$ cat config.mk
export PLATFORM = sky130hd
export DESIGN_NAME = restoring_divider_ctrl
export DESIGN_NICKNAME = d
export VERILOG_FILES = /design/src/rtl/restoring_divider_ctrl_pkg.sv /design/src/rtl/restoring_divider_ctrl_sub_stage.sv /design/src/rtl/restoring_divider_ctrl.sv
export SDC_FILE = /design/constraint.sdc
export NUM_CORES = 1
export LEC_CHECK = 0
export CORE_UTILIZATION = 25
export DETAILED_ROUTE_END_ITERATION = 8
export GPL_ROUTABILITY_DRIVEN = 0
export HOLD_SLACK_MARGIN = 0.02
export PLACE_DENSITY = 0.53
export SLEW_MARGIN = 20
export SYNTH_ARGS = -nofsm -noshare
export SYNTH_HDL_FRONTEND = slang
export SYNTH_SLANG_ARGS = --single-unit
$ cat constraint.sdc
create_clock -name clk -period 14.7 [get_ports clk]
set_input_delay 2.94 -clock clk [delete_from_list [all_inputs] [get_ports clk]]
set_output_delay 2.94 -clock clk [all_outputs]
set_load 0.005 [all_outputs]
$ cat src/rtl/restoring_divider_ctrl_pkg.sv
// Shared definitions for the restoring divider: FSM encoding and default sizes.
package restoring_divider_ctrl_pkg;
   localparam int DEF_WIDTH = 32;
   localparam int DEF_CNT_W = 6;

   typedef enum logic [1:0] {
      ST_IDLE = 2'd0,
      ST_RUN  = 2'd1,
      ST_DONE = 2'd2
   } state_t;
endpackage

$ cat src/rtl/restoring_divider_ctrl_sub_stage.sv
// N-bit ripple subtractor (a - b) built from full-subtractor cells, borrow-in 0.
module div_sub_stage #(
   parameter int N = 33
) (
   input  logic [N-1:0] a,
   input  logic [N-1:0] b,
   output logic [N-1:0] diff,
   output logic         borrow_out
);
   logic [N:0] bw;

   assign bw[0] = 1'b0;

   for (genvar i = 0; i < N; i++) begin : g_cell
      assign diff[i]  = a[i] ^ b[i] ^ bw[i];
      assign bw[i+1]  = (~a[i] & b[i]) | (~(a[i] ^ b[i]) & bw[i]);
   end

   assign borrow_out = bw[N];
endmodule

$ cat src/rtl/restoring_divider_ctrl.sv
// Multi-cycle unsigned restoring divider: one subtractor stage reused for WIDTH
// iterations, start/done handshake, results held until the next accepted start.
module restoring_divider_ctrl
   import restoring_divider_ctrl_pkg::*;
#(
   parameter int WIDTH = DEF_WIDTH,
   parameter int CNT_W = DEF_CNT_W
) (
   input  logic             clk,
   input  logic             rst,
   input  logic             start,
   input  logic [WIDTH-1:0] dividend,
   input  logic [WIDTH-1:0] divisor,
   output logic             busy,
   output logic             done,
   output logic [WIDTH-1:0] quotient,
   output logic [WIDTH-1:0] remainder,
   output logic             div_by_zero
);
   state_t           state_q;
   logic [CNT_W-1:0] cnt_q;
   logic [WIDTH:0]   p_q;
   logic [WIDTH-1:0] q_q;
   logic [WIDTH-1:0] d_q;
   logic             busy_q;
   logic             done_q;
   logic [WIDTH-1:0] quot_q;
   logic [WIDTH-1:0] rem_q;
   logic             dbz_q;

   logic [WIDTH:0]   s_w;
   logic [WIDTH:0]   t_w;
   logic             borrow_w;
   logic [WIDTH:0]   p_d;
   logic [WIDTH-1:0] q_d;
   logic             unused_p_msb;

   // P never exceeds D after a restoring step, so its top bit is only
   // needed transiently inside S/T.
   assign unused_p_msb = p_q[WIDTH];

   assign s_w = {p_q[WIDTH-1:0], q_q[WIDTH-1]};

   div_sub_stage #(.N(WIDTH + 1)) u_sub (
      .a         (s_w),
      .b         ({1'b0, d_q}),
      .diff      (t_w),
      .borrow_out(borrow_w)
   );

   always_comb begin
      p_d = borrow_w ? s_w : t_w;
      q_d = {q_q[WIDTH-2:0], ~borrow_w};
   end

   always_ff @(posedge clk) begin
      if (rst) begin
         state_q <= ST_IDLE;
         cnt_q   <= '0;
         p_q     <= '0;
         q_q     <= '0;
         d_q     <= '0;
         busy_q  <= 1'b0;
         done_q  <= 1'b0;
         quot_q  <= '0;
         rem_q   <= '0;
         dbz_q   <= 1'b0;
      end else begin
         case (state_q)
            ST_IDLE: begin
               done_q <= 1'b0;
               if (start) begin
                  if (divisor == '0) begin
                     quot_q  <= '1;
                     rem_q   <= dividend;
                     dbz_q   <= 1'b1;
                     done_q  <= 1'b1;
                     state_q <= ST_DONE;
                  end else begin
                     d_q     <= divisor;
                     q_q     <= dividend;
                     p_q     <= '0;
                     cnt_q   <= '0;
                     busy_q  <= 1'b1;
                     state_q <= ST_RUN;
                  end
               end
            end
            ST_RUN: begin
               p_q   <= p_d;
               q_q   <= q_d;
               cnt_q <= cnt_q + 1'b1;
               if (cnt_q == CNT_W'(WIDTH - 1)) begin
                  quot_q  <= q_d;
                  rem_q   <= p_d[WIDTH-1:0];
                  dbz_q   <= 1'b0;
                  busy_q  <= 1'b0;
                  done_q  <= 1'b1;
                  state_q <= ST_DONE;
               end
            end
            ST_DONE: begin
               done_q  <= 1'b0;
               state_q <= ST_IDLE;
            end
            default: begin
               busy_q  <= 1'b0;
               done_q  <= 1'b0;
               state_q <= ST_IDLE;
            end
         endcase
      end
   end

   assign busy        = busy_q;
   assign done        = done_q;
   assign quotient    = quot_q;
   assign remainder   = rem_q;
   assign div_by_zero = dbz_q;
endmodule

==> metrics.csv <==
metric,value,unit
RSZ-0062 raised after global routing,no,
pin count of the biggest net entering global routing,104,
Critical Path AT,14.00,ns
Net Sw Power,0.0004414,W
CTS tree,done,
min-delay src,d_q[0]$_SDFFE_PP0P_,
pins over their slew limit,0,
nets,1144,
TritonRoute pass-1 iters,5,
sequential power share,0.377,
P_int,0.0009321,W
drt first-iter violations,737,
vias per cell,5.239,
clock slew at reported path FFs,0.06,ns
FMAX,73.12,MHz
CP max stage delay,0.41,ns
setup bufs post-CTS,0,
pre-CTS WS,1.028,ns
drt wl/cell,20.01,um
die area,36440,um^2
vias in the first global route,7646,
Pleak,3.833,nW
clock latency on the worst-skew pair,0.43,ns
Rel. slew slack,0.2823,
Post-Synthesis Cells,990,
row cnt,68,
first-pass GRT wire length,47180,um
Die H,190.9,um
Fin. Hold Viols,0,
register area share after synthesis,0.3837,
post-synth top area share,0.3837,
post-cts gate resize count,0,
Routed WL,30250,um
# DRC,0,
power share of the combinational group,0.284,
max-cap violations,0,
total CTS buffers,17,
start point of the critical path,q_q[31]$_SDFFE_PP0P_,
synth cell count leaders,"dfxtp_1, nor2_1, nand3_1, clkbuf_1, a211oi_1",
worst setup margin,1.023,ns
initial core utilization,0.2564,
CP max-delay cell,fa_1,
area grow syn2layout,24.33,%
Setup-failing EPs final,0,
DRT antenna net count,0,
worst hold endpoint,d_q[0]$_SDFFE_PP0P_,
FF-to-FF End,remainder[13]$_SDFFE_PP0P_,
input/output buffers,133,
share of cells above drive strength 1,0.08523,
Worst Skew,0.01215,ns
total track usage,0.1657,
setup_tns,0,ns
Critical R2R Launch,q_q[31]$_SDFFE_PP0P_,
initial antenna violation count,1,
P per Cell Area,123.8,nW/um^2
Highest Signal Layer,met4,
Vias,7922,
syn_area_per_cell,9.011,um^2
Placeable Area,34800,um^2
Synth Net Count,1090,
Max clock buf depth,2,
dominant synthesized flop cell,dfxtp_1,
crit path kind,register to register,
leading area contributor after synthesis,dfxtp_1,
HP Class,register to register,
WL met1,15360,um
Die Width,190.9,um
HPWL after detailed placement,19200,um
CP endpoint kind,register,
mapped cell area,8921,um^2
Tot Pwr,0.001374,W
root buf cell,clkbuf_16,
outcome,"complete, no violations",
Ys Warns,0,
DR WL met3,1984,um
Sw Share,0.3214,
IO Pins,134,
Synth area leaders,"dfxtp_1, fa_1, nand3_1, a211oi_1, nor2_1",
#FFs+latches synth,171,
"Hold-fix buffers, CTS",0,
maximum VDD drop,0.09338,mV
FF-to-FF setup slack,1.02,ns
most common cell in the netlist,dfxtp_1,
Worst R2R Path Depth,40,
CP startpoint kind,register,
"Req. time, crit path",15.03,ns
ys async rst share,0,
Clock Sinks,171,
DR WL met2,12510,um
Slew @ Worst Pin,1.074,ns
grt ovf,0,
fin crit share,0.9304,
"Max FO, Critical Path",18,
Post-synth EDFFs,0,
Cell variety after synth,42,
clock network power share,0.340,
most used cell along the critical path,fa_1,
Max H-tree Level,4,
worst hold path depth,2,
post-layout min period,13.68,ns
-- worst max-delay path, delay by kind of cell (launching register included) --
family | cells | cell delay [ns]
adders and majority gates | 32 | 11.86
AOI/OAI and AO/OA | 2 | 0.37
DFF | 1 | 0.30
buffers and inverters | 4 | 0.58
muxes | 1 | 0.18
and+or+nand+nor | 1 | 0.29
-- registers in the layout (all words and copies together) (netlist names) --
| signal | flops |
|---|---|
| d_q | 32 |
| p_q | 32 |
| q_q | 32 |
| quotient | 32 |
| remainder | 32 |
| cnt_q | 6 |
| state_q | 2 |
| busy | 1 |
| div_by_zero | 1 |
| done | 1 |
-- power by group through the flow --
stage | Clock [W] | Combinational (W) | Sequential, W
final | 0.000466 | 0.000390 | 0.000517
after global routing | 0.000494 | 0.000430 | 0.000522
after CTS | 0.000476 | 0.000389 | 0.000517
after detailed placement | 0 | 0.000384 | 0.000527
after global placement | 0 | 0.000384 | 0.000528
after floorplan | 0 | 0.000283 | 0.000521
-- through the flow --
| step | instances | instance area, um^2 | utilization | hold slack, ns |
|---|---|---|---|---|
| final | 1512 | 11090 | 0.3187 | 0.4655 |
| after global routing | 1511 | 11090 | 0.3187 | 0.4939 |
| after CTS | 1510 | 11070 | 0.3180 | 0.4688 |
| after detailed placement | 1479 | 10470 | 0.3010 | 0.4540 |
| after global placement | 1479 | 10470 | 0.3010 | 0.4504 |
| after floorplan | 990 | 8921 | - | 0.4385 |
-- per-layer routing --
metal / vias up / GRT usage
met5: - / 0
li1: 3812 / -
met4: 0 / 0.03785
met2: 239 / 0.2320
met1: 3845 / 0.2504
met3: 26 / 0.03947
-- worst max path at each step --
stage | endpoint | slack, ns | cells after the start
2_1_floorplan | q_q[0]$_SDFFE_PP0P_ | 1.75 | 41
3_3_place_gp | remainder[5]$_SDFFE_PP0P_ | 1.21 | 40
3_5_place_dp | remainder[13]$_SDFFE_PP0P_ | 1.03 | 40
4_1_cts | remainder[13]$_SDFFE_PP0P_ | 1.03 | 40
5_1_grt | remainder[16]$_SDFFE_PP0P_ | 0.44 | 40
6_report | remainder[13]$_SDFFE_PP0P_ | 1.02 | 40
-- kinds of logic (layout without fill, tap and decap cells) --
kind of cell | count (synthesis) | in the layout | synth area share
flip-flops | 171 | 171 | 0.3837
multiplexers | 67 | 67 | 0.07966
buffers and inverters | 148 | 214 | 0.06788
XOR/XNOR | 3 | 3 | 0.002946
AND/OR/NAND/NOR | 304 | 304 | 0.1717
AO/OA/AOI/OAI | 264 | 264 | 0.2217
other | 0 | 1 | 0
adder cells (fa/ha/maj) | 33 | 33 | 0.07237
-- area by class of cell --
class | instances | area, um^2
antenna | 1 | 2.502
clock buffer | 20 | 446.7
multi-input combinational | 671 | 4922
timing repair buffer | 147 | 1446
sequential | 171 | 3423
inverter | 36 | 135.1
tap | 455 | 569.3
fill | 3587 | 23710
clock inverter | 11 | 146.4
-- cell usage in the layout (no fill, tap or decap), drive strengths merged, types with 6 or more instances in the layout --
| cell | count |
|---|---|
| and3 | 31 |
| nor4 | 43 |
| a22oi | 32 |
| nand3 | 100 |
| nor3 | 7 |
| clkinv | 6 |
| nor2 | 100 |
| o2111ai | 29 |
| nand2 | 11 |
| a211oi | 64 |
| fa | 31 |
| a21o | 29 |
| mux2 | 32 |
| mux2i | 35 |
| clkdlybuf4s50 | 132 |
| o22ai | 30 |
| dfxtp | 171 |
| o31ai | 30 |
| o211ai | 32 |
| o21ai | 7 |
| clkbuf | 20 |
| buf | 15 |
| inv | 36 |
Note: power is estimated with default switching activity, not from simulation.
